[config.mk]
export PLATFORM = sky130hd
export DESIGN_NAME = opfetch_stage
export DESIGN_NICKNAME = d
export VERILOG_FILES = /design/src/rtl/opfetch_stage.sv
export SDC_FILE = /design/constraint.sdc
export NUM_CORES = 1
export LEC_CHECK = 0
export ABC_CLOCK_PERIOD_IN_PS = 8700
export CAP_MARGIN = 30
export CORE_MARGIN = 2
export CORE_UTILIZATION = 54
export DETAILED_ROUTE_END_ITERATION = 12
export PLACE_DENSITY = 0.92
export SLEW_MARGIN = 20
export SYNTH_ARGS = -nofsm -noshare
export SYNTH_HDL_FRONTEND = slang
export SYNTH_SLANG_ARGS = --single-unit
export TNS_END_PERCENT = 10
[constraint.sdc]
create_clock -name clk -period 8.7 [get_ports clk]
set_input_delay 2.61 -clock clk [delete_from_list [all_inputs] [get_ports clk]]
set_output_delay 2.61 -clock clk [all_outputs]
set_load 0.01 [all_outputs]
[src/rtl/opfetch_stage.sv]
// Operand-fetch stage: register read, writeback bypass, scoreboard hazard stall and a valid/ready output slot.
// Optional stall counter output enabled by defining OPFETCH_STALL_CNT_EN.
module opfetch_stage #(
  parameter int unsigned DATA_WIDTH = 16,
  parameter int unsigned ADDR_WIDTH = 5,
  parameter int unsigned CTRL_WIDTH = 8
) (
  input  logic                  clk,
  input  logic                  rst,
  input  logic                  in_valid,
  output logic                  in_ready,
  input  logic [ADDR_WIDTH-1:0] in_rs,
  input  logic [ADDR_WIDTH-1:0] in_rt,
  input  logic [ADDR_WIDTH-1:0] in_rd,
  input  logic                  in_wen,
  input  logic [CTRL_WIDTH-1:0] in_ctrl,
  output logic [ADDR_WIDTH-1:0] rf_r1_addr,
  output logic [ADDR_WIDTH-1:0] rf_r2_addr,
  input  logic [DATA_WIDTH-1:0] rf_r1_data,
  input  logic [DATA_WIDTH-1:0] rf_r2_data,
  input  logic                  wb_valid,
  input  logic [ADDR_WIDTH-1:0] wb_addr,
  input  logic [DATA_WIDTH-1:0] wb_data,
  input  logic                  flush,
  output logic                  out_valid,
  input  logic                  out_ready,
  output logic [DATA_WIDTH-1:0] out_a,
  output logic [DATA_WIDTH-1:0] out_b,
  output logic [ADDR_WIDTH-1:0] out_rd,
  output logic                  out_wen,
  output logic [CTRL_WIDTH-1:0] out_ctrl
`ifdef OPFETCH_STALL_CNT_EN
  ,
  output logic [15:0]           stall_cnt
`endif
);

  localparam int unsigned NREGS = 1 << ADDR_WIDTH;

  logic [NREGS-1:0]      busy;
  logic [NREGS-1:0]      busy_nxt;
  logic [NREGS-1:0]      clr;
  logic [NREGS-1:0]      flush_clr;
  logic [NREGS-1:0]      set_vec;
  logic [DATA_WIDTH-1:0] op_a;
  logic [DATA_WIDTH-1:0] op_b;
  logic                  rs_haz;
  logic                  rt_haz;
  logic                  waw;
  logic                  hazard;
  logic                  slot_free;
  logic                  accept;

  assign rf_r1_addr = in_rs;
  assign rf_r2_addr = in_rt;

  // Register 0 reads as zero; same-cycle writeback beats the register file.
  assign op_a = (in_rs == '0) ? '0 :
                (wb_valid && wb_addr == in_rs) ? wb_data : rf_r1_data;
  assign op_b = (in_rt == '0) ? '0 :
                (wb_valid && wb_addr == in_rt) ? wb_data : rf_r2_data;

  always_comb begin
    clr       = '0;
    flush_clr = '0;
    set_vec   = '0;
    if (wb_valid && wb_addr != '0)
      clr[wb_addr] = 1'b1;
    if (flush && out_valid && out_wen && out_rd != '0)
      flush_clr[out_rd] = 1'b1;
    if (accept && in_wen && in_rd != '0)
      set_vec[in_rd] = 1'b1;
  end

  assign rs_haz    = (in_rs != '0) && busy[in_rs] && !clr[in_rs];
  assign rt_haz    = (in_rt != '0) && busy[in_rt] && !clr[in_rt];
  assign waw       = in_wen && (in_rd != '0) && busy[in_rd] && !clr[in_rd];
  assign hazard    = rs_haz | rt_haz | waw;
  assign slot_free = !out_valid || out_ready;
  assign in_ready  = slot_free && !hazard && !flush;
  assign accept    = in_valid && in_ready;

  // A new pending write wins over a same-cycle clear of the same register.
  assign busy_nxt = (busy & ~clr & ~flush_clr) | set_vec;

  always_ff @(posedge clk or posedge rst) begin
    if (rst) busy <= '0;
    else     busy <= busy_nxt;
  end

  // Output slot: data fields only change on accept.
  always_ff @(posedge clk or posedge rst) begin
    if (rst) begin
      out_valid <= 1'b0;
      out_a     <= '0;
      out_b     <= '0;
      out_rd    <= '0;
      out_wen   <= 1'b0;
      out_ctrl  <= '0;
    end else if (accept) begin
      out_valid <= 1'b1;
      out_a     <= op_a;
      out_b     <= op_b;
      out_rd    <= in_rd;
      out_wen   <= in_wen;
      out_ctrl  <= in_ctrl;
    end else if (flush || out_ready) begin
      out_valid <= 1'b0;
    end
  end

`ifdef OPFETCH_STALL_CNT_EN
  always_ff @(posedge clk or posedge rst) begin
    if (rst)
      stall_cnt <= 16'd0;
    else if (in_valid && hazard && stall_cnt != 16'hFFFF)
      stall_cnt <= stall_cnt + 16'd1;
  end
`endif

endmodule

Word-level counts from Yosys, hierarchy flattened
Cells that the tools add are included.
{"block": "word_totals", "reg_bits": 79, "latchBits": 0, "ram_bits": 0, "rom_bits": 0, "in_bits": 83, "n_memories": 0}
{"block": "op_classes", "n_addsub": 0, "multipliers": 0, "div_mod_pow": 0, "order_cmp": 8, "eq_ne": 2, "shifts": 0, "muxes": 27, "bitwise_logic": 7, "n_reduce_logical": 37}
{"operator": "$mux W32", "count": 3}
{"operator": "$and A32 B32 Y32", "count": 2}
{"operator": "$mux W16", "count": 4}
{"operator": "$not A32 Y32", "count": 2}
{"operator": "$or A32 B32 Y32", "count": 1}
{"operator": "$bmux W1 S5", "count": 6}
{"operator": "$lt A5 B6 Y1 const B", "count": 5}
{"operator": "$reduce_bool A5 Y1", "count": 5}
{"operator": "$logic_and A1 B1 Y1", "count": 21}
{"operator": "$demux W1 S5", "count": 3}
{"operator": "$ge A5 B1 Y1 const B", "count": 3}
{"operator": "$mux W1", "count": 11}
{"operator": "$eq A5 B5 Y1", "count": 2}
{"operator": "$logic_not A5 Y1", "count": 2}
{"operator": "$logic_not A1 Y1", "count": 6}
{"operator": "$logic_or A1 B1 Y1", "count": 2}
{"operator": "$or A1 B1 Y1", "count": 2}
{"operator": "$reduce_bool A2 Y1", "count": 1}

Longest topological paths before layout
Gate-level depths: netlist (run 1).
{"block": "logic_depth", "word_depth": 19, "depth_mapped": 10, "depth_no_buf": 7}

Least setup slack after synthesis (run 1)
Ideal clock, no wire load.
{"block": "synth_path", "path_kind": "input to output", "start": "input in_rd[0]", "end": "output in_ready", "t_arrival_ps": 4549, "required_ps": 6090, "path_slack_ps": 1541, "path_stages": 9, "n_path_buf": 3, "cell_sequence": "buf_4 > buf_2 > or4_1 > o21ai_1 > a32oi_1 > nor3_1 > a2111oi_4 > clkbuf_1 > nor3_1"}
{"block": "synth_between", "elab_chain_cells": 8}
{"element": "from (decl)", "line_no": "14", "text": "input logic [ADDR_WIDTH-1:0] in_rd,"}
{"element": "$bmux W1 S5 or $reduce_bool A5 Y1 (tied branches)", "line_no": "77", "text": "assign waw = in_wen && (in_rd != '0) && busy[in_rd] && !clr[in_rd];"}
{"element": "$mux W1 (implied by the code) or $logic_and A1 B1 Y1 (tied branches)", "line_no": "77"}
{"element": "$logic_and A1 B1 Y1 or $logic_not A1 Y1 (tied branches)", "line_no": "77"}
{"element": "$logic_and A1 B1 Y1 (*)", "line_no": "77"}
{"element": "$or A1 B1 Y1 (*)", "line_no": "78", "text": "assign hazard = rs_haz | rt_haz | waw;"}
{"element": "$logic_not A1 Y1 (*)", "line_no": "80", "text": "assign in_ready = slot_free && !hazard && !flush;"}
{"element": "$logic_and A1 B1 Y1 (*) (2 in a row)", "line_no": "80"}
{"element": "to (decl)", "line_no": "11", "text": "output logic in_ready,"}
Mark *: on every way between the ends. The rest lies on a longest branch, timed or not. The select of a mux whose other input is x is not followed.

Final worst setup path (run 1)
{"block": "layout_path", "start": "input in_rd[1]", "end": "output in_ready"}
The elaborated chain is that of the path after synthesis.

==> results of run 1 <==
==> state kept, by name, indices dropped and copies added (netlist names) <==
name	cells
busy	32
out_wen	1
out_valid	1
out_rd	5
out_ctrl	8
out_a	16
out_b	16
==> power by group through the flow <==
stage | clock network (mW) | registers (mW) | logic [mW]
floorplan | 0 | 0.512 | 0.207
global placement | 0 | 0.498 | 0.428
detailed placement | 0 | 0.503 | 0.440
CTS | 0.283 | 0.496 | 0.443
global route | 0.300 | 0.507 | 0.474
finish | 0.281 | 0.501 | 0.447
==> stage by stage <==
step                      power, mW  hold WS (ps)    util  worst slack [ps]
after floorplan              0.7186         458.0       -              1541
after global placement       0.9258         436.6  0.6806             569.1
after detailed placement     0.9426         455.8  0.6835             530.0
after CTS                     1.223         477.8  0.7028             531.2
after global routing          1.281         517.0  0.7059             331.2
final                         1.229         490.4  0.7059             466.5
==> metal layers <==
metal	vias up	global-route usage	wire length (um)
met5	-	0	0
met3	87	0.09215	2084
met1	2495	0.4217	6776
li1	2271	-	-
met2	407	0.5401	8640
met4	0	0.1523	940
==> critical path, delay by kind of cell <==
| family | cells | cell delay, ps |
|---|---|---|
| buffers and inverters | 3 | 1810 |
| AOI/OAI and AO/OA | 4 | 960 |
| and+or+nand+nor | 1 | 220 |
==> cells in the mapped netlist, types with 5 or more instances <==
cell       n
a21oi_1   36
a41o_1    32
and3b_1    6
buf_2     15
buf_4     15
buf_6      5
clkbuf_1  22
dfrtp_1   79
inv_1      6
mux2_4    28
mux2i_1   50
mux4_2    19
nand2_1   15
nand3_1    8
nand3b_1   7
nor2_1    33
nor2b_1    5
nor3_1     9
nor3b_1    7
o21ai_0   47
o41ai_1   16
xnor2_1    8
==> logic make-up (layout without fill, tap and decap cells) <==
family	after synthesis	after routing	share of synthesized area
and+or+nand+nor	117	117	0.1200
AOI/OAI and AO/OA	156	156	0.1959
xor gates and xnor gates	12	12	0.01887
buffers and inverters	65	181	0.06403
muxes	99	99	0.2462
DFF	79	79	0.3550
==> area by class of cell <==
class | count | area [um^2] | area share
Tap cell | 136 | 170.2 | 0.02367
Inverter | 6 | 22.52 | 0.003133
Sequential cell | 79 | 1977 | 0.2750
Clock buffer | 9 | 123.9 | 0.01723
Clock inverter | 7 | 72.57 | 0.01009
Timing Repair Buffer | 159 | 1580 | 0.2198
Multi-Input combinational cell | 384 | 3243 | 0.4511
==> worst paths after layout <==
check                         start   endpoint  depth (start not counted)
max                        in_rd[1]   in_ready                          8
min                         busy[0]    busy[0]                          0
min reg2reg                 busy[0]    busy[0]                          0
max reg2reg                 busy[7]  out_rd[3]                          9
min in group asynchronous       rst  out_rd[4]                          3
max in group asynchronous       rst  out_a[13]                          3
==> summary.txt, run 1 <==
Outcome
  • Outcome: finished clean

Clock tree
  • Number of setup buffers added after CTS: 0
  • H-tree levels: 3
  • TritonCTS clock tree: done
  • Clk_lat worst skew: 370 ps
  • CTS Root Cell: clkbuf_8
  • CTS Buf Count: 9
  • Post-CTS resize count: 0
  • Clock sinks: 79
  • Hold_buf cts: 0
  • Clock-pin slew of the registers on the worst-case setup and hold paths: 90 ps
  • Clock buffer depth: 2

Yosys
  • Yosys cell types: 55
  • Yosys top cell area share: 0.3550
  • Cells after Synth: 528
  • Area leader, netlist: dfrtp_1
  • Net Count, Synth: 611
  • Post-synth EDFFs: 0
  • Ys async rst share: 1.000
  • Synth Warn #: 0
  • Register area share after synthesis: 0.3550
  • Area contributors post-synth: dfrtp_1 35%, mux2i_1 9.0%, mux4_2 7.7%
  • Primary FF master, synth: dfrtp_1
  • Synthesized area: 5569 um^2
  • Synthesized area per cell: 10.55 um^2
  • Register bit count reported by yosys: 79

Setup path
  • Critical Path Fanout Max: 18
  • Startpoint Class: primary input
  • Slowest cell delay on critical path: 990 ps
  • WP data arrival: 5620 ps
  • R2r setup slk: 5250 ps
  • CP cell instances: clkdlybuf4s50_1 -> inv_1 -> o32ai_1 -> a32oi_1 -> o32ai_1 -> a2111oi_4 -> nor3_1 -> clkdlybuf4s50_1
  • Slowest-stage cell, CP: clkdlybuf4s50_1
  • CP required: 6090 ps
  • CP endpoint kind: output port
  • Classification of the worst setup path: primary input to output port

Final layout
  • Final non-filler cell total: 780
  • Commonest non-fill, non-tap cell in the layout: clkdlybuf4s50_1
  • N_diodes: 0
  • # fillers: 730
  • Most frequent cells in the layout: 140 x clkdlybuf4s50_1, 79 x dfrtp_1, 50 x mux2i_1
  • Post-route cell area: 7189 um^2
  • Share of cells above drive strength 1: 0.1475
  • Synth-to-layout area growth: 29.09%
  • # nets final: 722

Pwr
  • P_int: 823.7 uW
  • Cell leakage power: 3.055 nW
  • Switch Pwr: 405.3 uW
  • Clock power share: 0.229
  • Sw frac: 0.3298
  • Seq pwr share: 0.408
  • Power Density: 170.9 nW/um^2
  • Comb pwr share: 0.363
  • Maximum vdd ir drop: 0.0001051 V

Route
  • Final WL: 18440 um
  • DRT Pass-1 Iters: 7
  • DRC Markers: 0
  • Number of vias per cell: 6.744
  • Starting DRT DRC Count: 631
  • Via count: 5260
  • WL per Instance: 23.64 um
  • Antenna Nets Post-Route: 0

Timing
  • Fmax achieved: 121.5 MHz
  • Hold Vio Cnt, Final: 0
  • Final clock skew: 10.14 ps
  • Fin crit share: 0.9464
  • Worst Tran Pin Value: 938.6 ps
  • Setup violators final: 0
  • Fin Setup TNS: 0 ps
  • RSZ-0062 raised after global routing: false
  • Tmin final: 8234 ps
  • Relative slew margins: 0.3719
  • Max-slew violation count: 0

Global routing
  • First-pass GRT wire length: 29030 um
  • Largest net degree at the start of global routing: 80
  • Vias in the first global route: 5259
  • GRT Total Usage: 0.3353
  • Initial antenna violation count: 0
  • Congestion Overflow GR: 0

Floorplan
  • Die area: 11140 um^2
  • Initial Util: 0.5468
  • Vert. Die Dim: 105.6 um
  • Core ar.: 10180 um^2
  • Ports: 141
  • Die Wd: 105.6 um
  • Std-Cell Rows: 37

Placed design
  • Dpl cell area: 6962 um^2
  • Buffers added on ports: 140
  • Final GP Congestion: 1.020
  • Hpwl dp: 13220 um
  • Placed cells: 763

Min path
  • Hold WC Path Type: flop to flop

Job
  • Max-Cap Viols: 0
Power figures use the tool's default switching activity.
==> inputs of run 2 (changes only) <==
Settings changed: CTS_CLUSTER_SIZE from default to 28, SKIP_LAST_GASP from default to 1.
==> results of run 2 <==
Same layout as run 1: the final DEF is identical, and so are final timing and power.
